`src/rtl/word_align_pkg.sv`:
```
// ---------------------------------------------------------------------------
// word_align_pkg
// Shared constants and types for the word-alignment controller.
//   WORD_W / OFS_W     : deserialised word width and rotation-index width
//   SYNC_WORD_DEFAULT  : training pattern (all 8 rotations are distinct)
//   align_state_t      : controller state encoding, also exposed for debug
// ---------------------------------------------------------------------------
package word_align_pkg;

  localparam int WORD_W = 8;
  localparam int OFS_W  = 3;

  localparam logic [WORD_W-1:0] SYNC_WORD_DEFAULT = 8'hAC;

  typedef enum logic [3:0] {
    ST_IDLE    = 4'd0,
    ST_SETTLE  = 4'd1,
    ST_SEARCH  = 4'd2,
    ST_CONFIRM = 4'd3,
    ST_LOCKED  = 4'd4
  } align_state_t;

endpackage

```
`src/rtl/word_barrel_shift.sv`:
```
// ---------------------------------------------------------------------------
// word_barrel_shift
// Selects an 8-bit window out of the last two deserialised words.
//   clk160      in  lane clock
//   rstb        in  asynchronous active-low reset
//   D_OUT_P     in  current deserialised word, bit 0 = earliest bit
//   bit_offset  in  rotation to apply (0 selects the previous word as-is)
//   data_out    out registered window
//   window      out combinational window, used for sync-word matching
// ---------------------------------------------------------------------------
module word_barrel_shift
  import word_align_pkg::*;
(
  input  logic              clk160,
  input  logic              rstb,
  input  logic [WORD_W-1:0] D_OUT_P,
  input  logic [OFS_W-1:0]  bit_offset,
  output logic [WORD_W-1:0] data_out,
  output logic [WORD_W-1:0] window
);

  logic [WORD_W-1:0]   d_prev;
  logic [2*WORD_W-1:0] cat;

  // Earlier word sits in the low half, so a larger offset reaches later bits.
  assign cat    = {D_OUT_P, d_prev};
  assign window = cat[bit_offset +: WORD_W];

  always_ff @(posedge clk160 or negedge rstb) begin
    if (!rstb) begin
      d_prev   <= '0;
      data_out <= '0;
    end else begin
      d_prev   <= D_OUT_P;
      data_out <= window;
    end
  end

endmodule

```
`src/rtl/word_align_ctrl.sv`:
```
// ---------------------------------------------------------------------------
// word_align_ctrl
// Finds the word boundary in a bit-aligned lane by searching the 8 rotations
// for the sync word, locks after enough consecutive matches and then streams
// aligned bytes.
//   clk160          in  lane clock
//   rstb            in  asynchronous active-low reset
//   D_OUT_P         in  deserialised word, bit 0 = earliest bit
//   delay_ready     in  bit alignment settled
//   align_enable    in  level: run alignment / hold lock
//   reset_counters  in  synchronous clear of lock_count and align_error
//   data_out        out aligned word (registered, every cycle)
//   data_valid      out data_out valid (LOCKED only)
//   word_aligned    out high in LOCKED
//   bit_offset      out rotation currently applied
//   align_error     out sticky: a full 8-offset sweep finished without lock
//   lock_count      out saturating count of LOCKED entries
//   state_dbg       out current controller state
//
// Output handshake: data_valid is a pure valid qualifier with no ready
// back-pressure; the consumer must take data_out on every cycle where
// data_valid is high, and data_out carries no meaning otherwise.
// ---------------------------------------------------------------------------
module word_align_ctrl
  import word_align_pkg::*;
#(
  parameter logic [WORD_W-1:0] SYNC_WORD    = SYNC_WORD_DEFAULT,
  parameter int                LOCK_COUNT   = 16,
  parameter int                SEARCH_DWELL = 32,
  parameter int                SETTLE_CYC   = 4
) (
  input  logic              clk160,
  input  logic              rstb,
  input  logic [WORD_W-1:0] D_OUT_P,
  input  logic              delay_ready,
  input  logic              align_enable,
  input  logic              reset_counters,
  output logic [WORD_W-1:0] data_out,
  output logic              data_valid,
  output logic              word_aligned,
  output logic [OFS_W-1:0]  bit_offset,
  output logic              align_error,
  output logic [7:0]        lock_count,
  output logic [3:0]        state_dbg
);

  localparam logic [3:0] SETTLE_INIT = 4'(SETTLE_CYC);
  localparam logic [7:0] DWELL_LAST  = 8'(SEARCH_DWELL - 1);
  localparam logic [7:0] LOCK_LAST   = 8'(LOCK_COUNT - 1);

  align_state_t state, state_nxt;
  logic [3:0]   settle_cnt, settle_nxt;
  logic [7:0]   dwell_cnt, dwell_nxt;
  logic [7:0]   match_cnt, match_nxt;
  logic [2:0]   sweep_cnt, sweep_nxt;
  logic [OFS_W-1:0] offset_nxt;
  logic         error_nxt;
  logic [7:0]   lock_cnt_nxt;
  logic         advance;
  logic         lock_entry;
  logic         run_ok;
  logic         match;
  logic [WORD_W-1:0] window;

  word_barrel_shift u_shift (
    .clk160     (clk160),
    .rstb       (rstb),
    .D_OUT_P    (D_OUT_P),
    .bit_offset (bit_offset),
    .data_out   (data_out),
    .window     (window)
  );

  assign run_ok = align_enable && delay_ready;
  assign match  = (window == SYNC_WORD);

  // Next-state and counter updates.
  always_comb begin
    state_nxt  = state;
    settle_nxt = settle_cnt;
    dwell_nxt  = dwell_cnt;
    match_nxt  = match_cnt;
    advance    = 1'b0;
    lock_entry = 1'b0;

    // Losing enable or bit alignment outranks everything, even a lock.
    if (state != ST_IDLE && !run_ok) begin
      state_nxt = ST_IDLE;
    end else begin
      case (state)
        ST_IDLE: begin
          if (run_ok) begin
            settle_nxt = SETTLE_INIT;
            state_nxt  = ST_SETTLE;
          end
        end
        ST_SETTLE: begin
          // SETTLE occupies exactly SETTLE_CYC cycles.
          if (settle_cnt <= 4'd1) begin
            settle_nxt = 4'd0;
            dwell_nxt  = 8'd0;
            state_nxt  = ST_SEARCH;
          end else begin
            settle_nxt = settle_cnt - 4'd1;
          end
        end
        ST_SEARCH: begin
          if (match) begin
            match_nxt = 8'd1;
            if (LOCK_COUNT == 1) begin
              state_nxt  = ST_LOCKED;
              lock_entry = 1'b1;
            end else begin
              state_nxt = ST_CONFIRM;
            end
          end else if (dwell_cnt == DWELL_LAST) begin
            advance = 1'b1;
          end else begin
            dwell_nxt = dwell_cnt + 8'd1;
          end
        end
        ST_CONFIRM: begin
          if (match) begin
            match_nxt = match_cnt + 8'd1;
            if (match_cnt == LOCK_LAST) begin
              state_nxt  = ST_LOCKED;
              lock_entry = 1'b1;
            end
          end else begin
            advance = 1'b1;
          end
        end
        ST_LOCKED: begin
          state_nxt = ST_LOCKED;
        end
        default: begin
          state_nxt = ST_IDLE;
        end
      endcase
    end

    if (advance) begin
      state_nxt  = ST_SETTLE;
      settle_nxt = SETTLE_INIT;
    end
  end

  // Offset, sweep and status updates.
  always_comb begin
    offset_nxt   = bit_offset;
    sweep_nxt    = sweep_cnt;
    error_nxt    = align_error;
    lock_cnt_nxt = lock_count;

    if (advance) begin
      offset_nxt = bit_offset + 3'd1;
      sweep_nxt  = sweep_cnt + 3'd1;
      // Eighth advance since the last lock: a full sweep found nothing.
      if (sweep_cnt == 3'd7) begin
        error_nxt = 1'b1;
      end
    end
    if (lock_entry) begin
      sweep_nxt = 3'd0;
      if (lock_count != 8'hFF) begin
        lock_cnt_nxt = lock_count + 8'd1;
      end
    end
    // Clearing wins over a coinciding increment or error.
    if (reset_counters) begin
      error_nxt    = 1'b0;
      lock_cnt_nxt = 8'd0;
    end
  end

  always_ff @(posedge clk160 or negedge rstb) begin
    if (!rstb) begin
      state       <= ST_IDLE;
      settle_cnt  <= 4'd0;
      dwell_cnt   <= 8'd0;
      match_cnt   <= 8'd0;
      sweep_cnt   <= 3'd0;
      bit_offset  <= '0;
      align_error <= 1'b0;
      lock_count  <= 8'd0;
    end else begin
      state       <= state_nxt;
      settle_cnt  <= settle_nxt;
      dwell_cnt   <= dwell_nxt;
      match_cnt   <= match_nxt;
      sweep_cnt   <= sweep_nxt;
      bit_offset  <= offset_nxt;
      align_error <= error_nxt;
      lock_count  <= lock_cnt_nxt;
    end
  end

  assign word_aligned = (state == ST_LOCKED);
  assign data_valid   = (state == ST_LOCKED);
  assign state_dbg    = state;

endmodule

```
`config.mk`:
```
export PLATFORM = sky130hd
export DESIGN_NAME = word_align_ctrl
export DESIGN_NICKNAME = d
export VERILOG_FILES = /design/src/rtl/word_align_pkg.sv /design/src/rtl/word_barrel_shift.sv /design/src/rtl/word_align_ctrl.sv
export SDC_FILE = /design/constraint.sdc
export NUM_CORES = 1
export LEC_CHECK = 0
export CORE_MARGIN = 1
export CORE_UTILIZATION = 55
export CTS_BUF_LIST = sky130_fd_sc_hd__clkbuf_8 sky130_fd_sc_hd__clkbuf_16
export CTS_CLUSTER_DIAMETER = 100
export CTS_CLUSTER_SIZE = 40
export DETAILED_ROUTE_END_ITERATION = 8
export DONT_BUFFER_PORTS = 1
export PLACE_DENSITY = 0.7
export SLEW_MARGIN = 20
export SYNTH_ARGS = -nofsm -noshare
export SYNTH_HDL_FRONTEND = slang
export SYNTH_SLANG_ARGS = --single-unit
```
`constraint.sdc`:
```
create_clock -name clk160 -period 4.2 [get_ports clk160]
set_input_delay 0.84 -clock clk160 [delete_from_list [all_inputs] [get_ports clk160]]
set_output_delay 0.84 -clock clk160 [all_outputs]
set_load 0.005 [all_outputs]
```
Word level (Yosys, flattened, before mapping)
Index checks and enable logic that the tools add are counted.
{ "op_classes": {"muxes": 37, "n_shift": 1, "magnitude_cmp": 1, "bitwise": 1, "reduce_logical": 19, "eq_ne": 21, "add_sub_neg": 6} }
{ "op_table": {"columns": ["operator", "n"], "rows": [
  ["$mux 8", 8],
  ["$mux 4", 11],
  ["$pmux 8 s2", 2],
  ["$add 8x1->8 const B", 3],
  ["$ne 4x4->1 const B", 5],
  ["$pmux 4 s5", 1],
  ["$shiftx 16x4->8", 1],
  ["$reduce_bool 2->1", 7],
  ["$ne 2x2->1 const B", 6],
  ["$mux 1", 11],
  ["$reduce_and 5->1", 2],
  ["$eq 4x2->1 const B", 2],
  ["$eq 8x4->1 const B", 1],
  ["$eq 8x5->1 const B", 1],
  ["$eq 8x8->1 const B", 1],
  ["$ne 8x8->1 const B", 1],
  ["$pmux 4 s2", 1],
  ["$add 3x1->3 const B", 2],
  ["$mux 3", 2],
  ["$eq 4x1->1 const B", 1],
  ["$eq 4x3->1 const B", 1],
  ["$le 4x1->1 const B", 1],
  ["$logic_not 4->1", 1],
  ["$reduce_and 2->1", 2],
  ["other kinds (11)", 12]
]} }
{ "word_totals": {"output_inout_bits": 26, "regBits": 55, "wordCells": 96} }

Depth between registers and ports, before layout
Gate-level depths: netlist of the first run.
{ "logic_depth": {"depth_word": 7, "depth_mapped": 10, "depth_no_buf": 8} }

Hierarchy
Synthesis of the first run repeated with hierarchy kept, for this count alone.
{ "hier_totals": {"hier_cells": 266, "hier_area_um2": 2922.8} }
{ "by_module_without_submodules": {"columns": ["module", "area_per_inst_um2", "n_inst", "cells_each"], "rows": [
  ["word_align_ctrl", 2180.8, 1, 229],
  ["word_barrel_shift", 742.0, 1, 37]
]} }

Worst setup path before layout of the first run
No wires, ideal clock.
{ "synth_path": {"path_type": "input to register", "startpoint": "in D_OUT_P[5]", "endpoint": "reg lock_count[7]", "setup_ns": 0.128, "arrival_ns": 2.797, "required_ns": 4.072, "setup_slack_ns": 1.275, "cell_stages": 7, "n_path_buf": 1, "path_cell_list": "mux4_2 nor3_2 a21oi_1 or4_4 buf_6 nor4_1 mux2_1"} }
{ "synth_between": {"elab_chain_len": 7} }
{ "synth_lines": {"columns": ["element", "line_no", "source"], "rows": [
  ["start: declaration", "word_align_ctrl.sv:34", "input logic [WORD_W-1:0] D_OUT_P,"],
  ["$shiftx 16x4->8", "word_barrel_shift.sv:27", "assign window = cat[bit_offset +: WORD_W];"],
  ["$eq 8x8->1", "word_align_ctrl.sv:75", "assign match = (window == SYNC_WORD);"],
  ["$mux 1", "word_align_ctrl.sv:123", "if (match) begin"],
  ["$mux 1", "word_align_ctrl.sv:90", "case (state)"],
  ["$mux 1", "word_align_ctrl.sv:87", "if (state != ST_IDLE && !run_ok) begin"],
  ["$reduce_bool 2->1 (no line)", null, null],
  ["$reduce_and 2->1 (no line)", null, null],
  ["end signal: assignment", "word_align_ctrl.sv:194", "lock_count <= lock_cnt_nxt;"],
  ["end: declaration", "word_align_ctrl.sv:43", "output logic [7:0] lock_count,"]
]} }
No other way between the ends.
A chain may end at the register's enable or synchronous reset.

Worst setup path after layout of the first run
{ "layout_path": {"startpoint": "reg bit_offset[1]", "endpoint": "reg bit_offset[1]"} }
{ "layout_between": {"elab_chain_len": 5, "word_cells_on_any_way": 7} }
{ "layout_lines": {"columns": ["element", "line_no", "source"], "rows": [
  ["start: declaration", "word_align_ctrl.sv:41", "output logic [OFS_W-1:0] bit_offset,"],
  ["start signal: assignment", "word_align_ctrl.sv:192", "bit_offset <= offset_nxt;"],
  ["$shiftx 16x4->8", "word_barrel_shift.sv:27", null],
  ["$eq 8x8->1", "word_align_ctrl.sv:75", null],
  ["$mux 1, on equally long branches", "word_align_ctrl.sv:123, word_align_ctrl.sv:108", null],
  ["$pmux 1 s2", "word_align_ctrl.sv:90", null],
  ["$mux 1", "word_align_ctrl.sv:87", null]
]} }
Parallel ways exist; a longest one is shown, timed or not.

==> out/results.ini, run 1 <==
[timing]
tns_ps = 0
setup_violations = 0
hold_viol = 0
fin_crit_sh = 0.785
fin_hold_ws_ps = 219
min_period_ps = 3300
clock_skew_ps = 5.77
rsz0062_at_grt = false
slew_viol_final = 0
setup_slack_ps = 902
slew_headroom = 0.514
fmax_ghz = 0.303
worst_pin_slew_ps = 730

[min_path]
holdCritPathClass = input port to async pin

[clocking]
cts_resized = 0
worstSkewPairLatency_ps = 300
cts.path.max_buffers = 2
cts_tree = done
htree_levels = 2
numCtsBuffers = 5
clk_pin_slew_ps = 90
root_buffer = clkbuf_8
postCtsSetupBuffers = 0
cts.sinks = 54
cts_hold_buffers = 0

[critical_path]
path_cells = mux2_2 -> and4_1 -> o311ai_1 -> or4_4 -> and2_1 -> mux2_2
startpoint_type = flip-flop
cp.arrival_ps = 3490
critPathCaptureType = flip-flop
slowest_delay_ps = 820
slowest_stage = dfrtp_1
rr_endpoint = bit_offset[1]
critPathBufInv = 0
crit_required_ps = 4390
cpMostUsedCell = mux2_2
reg2reg_depth = 6
r2r_start = bit_offset[1]
worstSetupPathType = flip-flop to flip-flop
crit_fanout = 39
reg2reg_slack_ps = 900
crit_family = simple AND/OR/NAND/NOR gates

[global_routing]
grt_max_degree = 55
grt_antenna_before_repair = 0
grt_use_total = 0.229
grt_pass1_vias = 2252
gr-total-overflow = 0
grt_first_pass_wirelength_mm = 10.9

[placement]
preCtsSetupSlack_ps = 950
place_congestion = 0.956
dp_hpwl_mm = 4.37
io_buffers = 0
dp.cells = 362

[drt]
drtAntennaViolNets = 0
vias_per_cell = 6.44
wl_per_cell_um = 17.1
wirelength_mm = 6.31
dr.pass1.iters = 5
dr_total_vias = 2378
drc = 0
drt-initial-drc-count = 196

[synth]
ys_types = 58
synthFlopType = dfrtp_1
yosys_warnings = 0
ys_async_sr_fraction = 1.00
synth.net_count = 326
synth_edf_count = 0
synth_area_per_cell_um2 = 10.2
syn_area_um2 = 3100
ys_seq_area_frac = 0.435
syn_inst = 305
synth_seq_cells = 54

[power]
p_seq_frac = 0.542
power.internal_uw = 883
switchingPower_uw = 408
combPwrFrac = 0.246
clkPwrFrac = 0.211
switching_share = 0.316
p_leak_nw = 1.31
peakVddDrop_uv = 273
power_density_nw_per_um2 = 404
finalPower_mw = 1.29

[cells_and_area]
syn_to_final_growth_pct = 2.86
insertedDiodeCount = 0
drive_gt1_frac = 0.120
fin_cells = 369
nets = 320

[die]
start_util = 0.589
die_h_um = 77.1
die_width_um = 77.1
pin_count = 39
rows = 26
die-area_um2 = 5950
core_um2 = 5270

[run_status]
run_status = finished clean

[run]
maxCapViolCount = 0

## worst max path at each step
stage / startpoint / to / slack, ps / cells after the start
2_1_floorplan: D_OUT_P[5] / lock_count[7] / 1280 / 7
3_5_place_dp: bit_offset[1] / bit_offset[1] / 950 / 6
6_report: bit_offset[1] / bit_offset[1] / 900 / 6
5_1_grt: bit_offset[1] / bit_offset[1] / 680 / 6
4_1_cts: bit_offset[1] / bit_offset[1] / 920 / 6
3_3_place_gp: bit_offset[1] / bit_offset[1] / 1010 / 6
## per-layer routing
layer  vias up  GRT usage  wire [µm]  part of all wire
met5         -          0          0                 0
met3        11     0.0548        349             0.055
met2        70      0.367       3090              0.49
met4         0     0.0679        104             0.016
li1       1132          -          -                 -
met1      1165      0.309       2770              0.44
## power groups by stage
stage	Combinational, mW	Clock, mW	Sequential, mW
3_5_place_dp	0.314	0	0.712
3_3_place_gp	0.307	0	0.711
6_report	0.318	0.273	0.700
5_1_grt	0.356	0.306	0.714
2_1_floorplan	0.317	0	0.660
4_1_cts	0.318	0.285	0.702
## sequential cells by signal, summed over array words and instances, names as in the netlist
signal and count:
state_dbg 3, match_cnt 8, align_error 1, u_shift.data_out 8
dwell_cnt 8, settle_cnt 4, sweep_cnt 3, bit_offset 3
u_shift.d_prev 8, lock_count 8
## layout make-up
cell class | instances | area [µm²]
fillers | 474 | 2080
multi-input cells | 225 | 1620
flip-flops and latches | 54 | 1350
well taps | 70 | 87.6
clock buffers | 5 | 68.8
inverters | 11 | 41.3
repair buffers | 2 | 15.0
clock inverters | 2 | 11.3
## placed cells by master (no fill, tap or decap), drive strengths merged, types with 5 or more instances in the layout
cell	count
mux4	8
nor2	28
nand2	28
clkbuf	5
a21oi	13
or4	9
a31o	5
inv	11
nor3	8
nand3	17
o21ai	16
o31ai	7
ha	8
dfrtp	54
mux2	13
mux2i	5
## metrics by stage
step,utilization,cell area (µm²)
6_report,0.606,3190
5_1_grt,0.606,3190
4_1_cts,0.606,3190
3_5_place_dp,0.591,3110
3_3_place_gp,0.591,3110
2_1_floorplan,-,3100
## logic make-up (layout without fill, tap and decap cells)
group / after synthesis / in the layout / share of synthesized area
AOI/OAI and AO/OA: 68 / 68 / 0.150
xor gates and xnor gates: 2 / 2 / 0.00564
and+or+nand+nor: 120 / 120 / 0.205
DFF: 54 / 54 / 0.435
other: 1 / 1 / 0.00121
adders and majority gates: 8 / 8 / 0.0322
buffers and inverters: 26 / 20 / 0.0435
muxes: 26 / 26 / 0.128
## Yosys cell counts, drive strengths merged (3+ instances only)
| master | instances | area (µm²) |
|---|---|---|
| nand3 | 17 | 85.1 |
| nor3b | 3 | 22.5 |
| o21ai | 16 | 83.8 |
| inv | 10 | 37.5 |
| mux2i | 5 | 62.6 |
| a21oi | 13 | 65.1 |
| a32o | 3 | 30.0 |
| mux4 | 8 | 188 |
| nor3 | 8 | 45.0 |
| clkbuf | 8 | 30.0 |
| nor2 | 28 | 105 |
| ha | 8 | 100 |
| or4 | 9 | 71.3 |
| o41ai | 3 | 26.3 |
| o31ai | 7 | 52.6 |
| buf | 7 | 63.8 |
| a31oi | 3 | 18.8 |
| nand3b | 3 | 22.5 |
| mux2 | 13 | 146 |
| a31o | 5 | 43.8 |
| nor2b | 3 | 18.8 |
| nand2 | 28 | 105 |
| dfrtp | 54 | 1350 |
| nor4 | 3 | 25.0 |
| o22ai | 3 | 18.8 |
| and3 | 3 | 18.8 |
| and4 | 3 | 26.3 |
## worst reg2reg max path: cells and delay by family, from the launching register on
kind	cells	cell delay, ps
mux	2	810
simple gates	3	1060
compound gates	1	500
flops	1	820
Note: power is estimated with default switching activity, not from simulation.
==> inputs of run 2 (changes only) <==
--- a/config.mk
+++ b/config.mk
@@ -12,7 +12,7 @@
 export CTS_CLUSTER_SIZE = 40
 export DETAILED_ROUTE_END_ITERATION = 8
 export DONT_BUFFER_PORTS = 1
-export PLACE_DENSITY = 0.7
+export PLACE_DENSITY = 0.73
 export SLEW_MARGIN = 20
 export SYNTH_ARGS = -nofsm -noshare
 export SYNTH_HDL_FRONTEND = slang
==> constraint.sdc (replaced) <==
create_clock -name clk160 -period 3 [get_ports clk160]
set_input_delay 0.6 -clock clk160 [delete_from_list [all_inputs] [get_ports clk160]]
set_output_delay 0.6 -clock clk160 [all_outputs]
set_load 0.005 [all_outputs]
==> run 2 against run 1 <==
Effect of this change:
- clock power increased by 81%
- register-to-register slack got worse by 800 ps
- sequential share of layout area decreased by 1.8 points
- design area increased by 4.6%
- die area unchanged
- total power increased by 55%
- non-clock buffer count increased by 9
- sequential power increased by 36%
- count of clock-buffer cells in the layout unchanged
- clock skew decreased by 0.57 ps
- combinational power increased by 73%
- largest cell class unchanged
==> out/results.ini, run 2 (synthesis gave the netlist of run 1 again) <==
[cells_and_area]
insertedDiodeCount = 0
final_common_cell = dfrtp_1
nets = 330
final_cell_mix = dfrtp_1, nor2_1, nand2_1, nand3_1, o21ai_0
multi_input_area_um2 = 1630
drive_gt1_frac = 0.161
ff_latch_area_um2 = 1350
syn_to_final_growth_pct = 7.62
fillers = 426

[die]
die_h_um = 77.1
rows = 26
pin_count = 39
start_util = 0.589
core_um2 = 5270
die-area_um2 = 5950
die_width_um = 77.1

[power]
p_leak_nw = 1.37
peakVddDrop_uv = 381
power_density_nw_per_um2 = 597

[critical_path]
reg2reg_slack_ps = 100
r2r_start = bit_offset[1]
rr_endpoint = lock_count[7]
worstSetupPathType = flip-flop to flip-flop
slowest_stage = or4_4
cp.arrival_ps = 3100
reg2reg_depth = 7
crit_fanout = 17
critPathCaptureType = flip-flop
path_cells = buf_12 -> mux2_2 -> mux2i_2 -> a21oi_1 -> or4_4 -> nor4_1 -> mux2_1
crit_required_ps = 3200
slowest_delay_ps = 660
startpoint_type = flip-flop

[timing]
fin_hold_ws_ps = 133
slew_viol_final = 0
worst_pin_slew_ps = 665
min_period_ps = 2900
clock_skew_ps = 5.20
fmax_ghz = 0.345
tns_ps = 0
fin_crit_sh = 0.967
rsz0062_at_grt = true
setup_violations = 0
hold_viol = 0
slew_headroom = 0.554

[drt]
wirelength_mm = 6.47
drt-initial-drc-count = 150
wl_per_cell_um = 17.0
drtAntennaViolNets = 0
vias_per_cell = 6.34
dr.pass1.iters = 4
dr_total_vias = 2411
drc = 0

[placement]
dp_hpwl_mm = 4.38
place_congestion = 0.867
io_buffers = 0

[clocking]
htree_levels = 2
cts.sinks = 54
worstSkewPairLatency_ps = 310
root_buffer = clkbuf_8
cts.path.max_buffers = 2
clk_pin_slew_ps = 100
cts_tree = done
numCtsBuffers = 5

[global_routing]
grt_use_total = 0.223
grt_antenna_before_repair = 0
grt_max_degree = 55
grt_first_pass_wirelength_mm = 10.6
grt_pass1_vias = 2230
gr-total-overflow = 0

[min_path]
holdCritPathClass = input port to async pin

[run_status]
run_status = finished clean

[run]
maxCapViolCount = 0

==> run 2: changes by cell type in the layout (fill, tap and decap cells not counted) <==
cell and delta:
mux2i_2 +1, mux2i_1 -1, dfrtp_1 -1, buf_16 +1, inv_1 -1, buf_4 +7
clkinvlp_4 +1, dfrtp_2 +1, bufinv_16 +1, or4_2 +1, buf_12 +1
==> run 2: critical path, delay by kind of cell (launching register included) <==
| kind | cells | cell delay [ps] |
|---|---|---|
| AOI/OAI and AO/OA | 1 | 190 |
| buffers and inverters | 1 | 180 |
| DFF | 1 | 440 |
| muxes | 3 | 960 |
| and+or+nand+nor | 2 | 1010 |
==> run 2: area by class of cell <==
class	count	share of cell area
timing repair buffer	11	0.0345
multi-input combinational	226	0.488
clock inverter	3	0.0135
sequential	54	0.405
inverter	11	0.0124
tap	70	0.0262
clock buffer	5	0.0206
==> run 2: worst max path at each step <==
stage	from	to	slack (ps)
finish	bit_offset[1]	lock_count[7]	100
floorplan	bit_offset[0]	lock_count[7]	270
CTS	bit_offset[0]	lock_count[7]	30
global placement	bit_offset[0]	match_cnt[0]	110
global route	bit_offset[1]	match_cnt[0]	-20
detailed placement	bit_offset[0]	lock_count[7]	50
==> run 2: layer usage <==
metal | part of all wire | track usage
met1 | 0.46 | 0.306
met4 | 0.016 | 0.0774
met5 | 0 | 0
met2 | 0.47 | 0.343
met3 | 0.054 | 0.0560
==> run 2: stage by stage <==
step / area, µm² / instances / total power, mW / util / setup WS [ps]
2_1_floorplan: 3100 / 305 / 1.37 / - / 269
3_3_place_gp: 3180 / 369 / 1.46 / 0.603 / 109
5_1_grt: 3340 / 380 / 2.11 / 0.634 / -17.4
4_1_cts: 3320 / 378 / 1.99 / 0.630 / 32.1
6_report: 3340 / 380 / 1.99 / 0.634 / 98.7
3_5_place_dp: 3180 / 369 / 1.47 / 0.603 / 52.6
==> run 2: timing repair <==
item                                   in CTS  in global routing
endpoints found under the hold margin      54                  0
hold buffers                                1                  0
buffers inserted                            0                  1
setup endpoints to repair                   0                 11
resized for setup                           0                  2
==> run 2: where the power goes <==
part | total [mW] | switching, mW | internal [mW]
Clock | 0.495 | 0.246 | 0.248
Sequential | 0.950 | 0.110 | 0.840
Combinational | 0.550 | 0.269 | 0.281
Total | 1.99 | 0.625 | 1.37
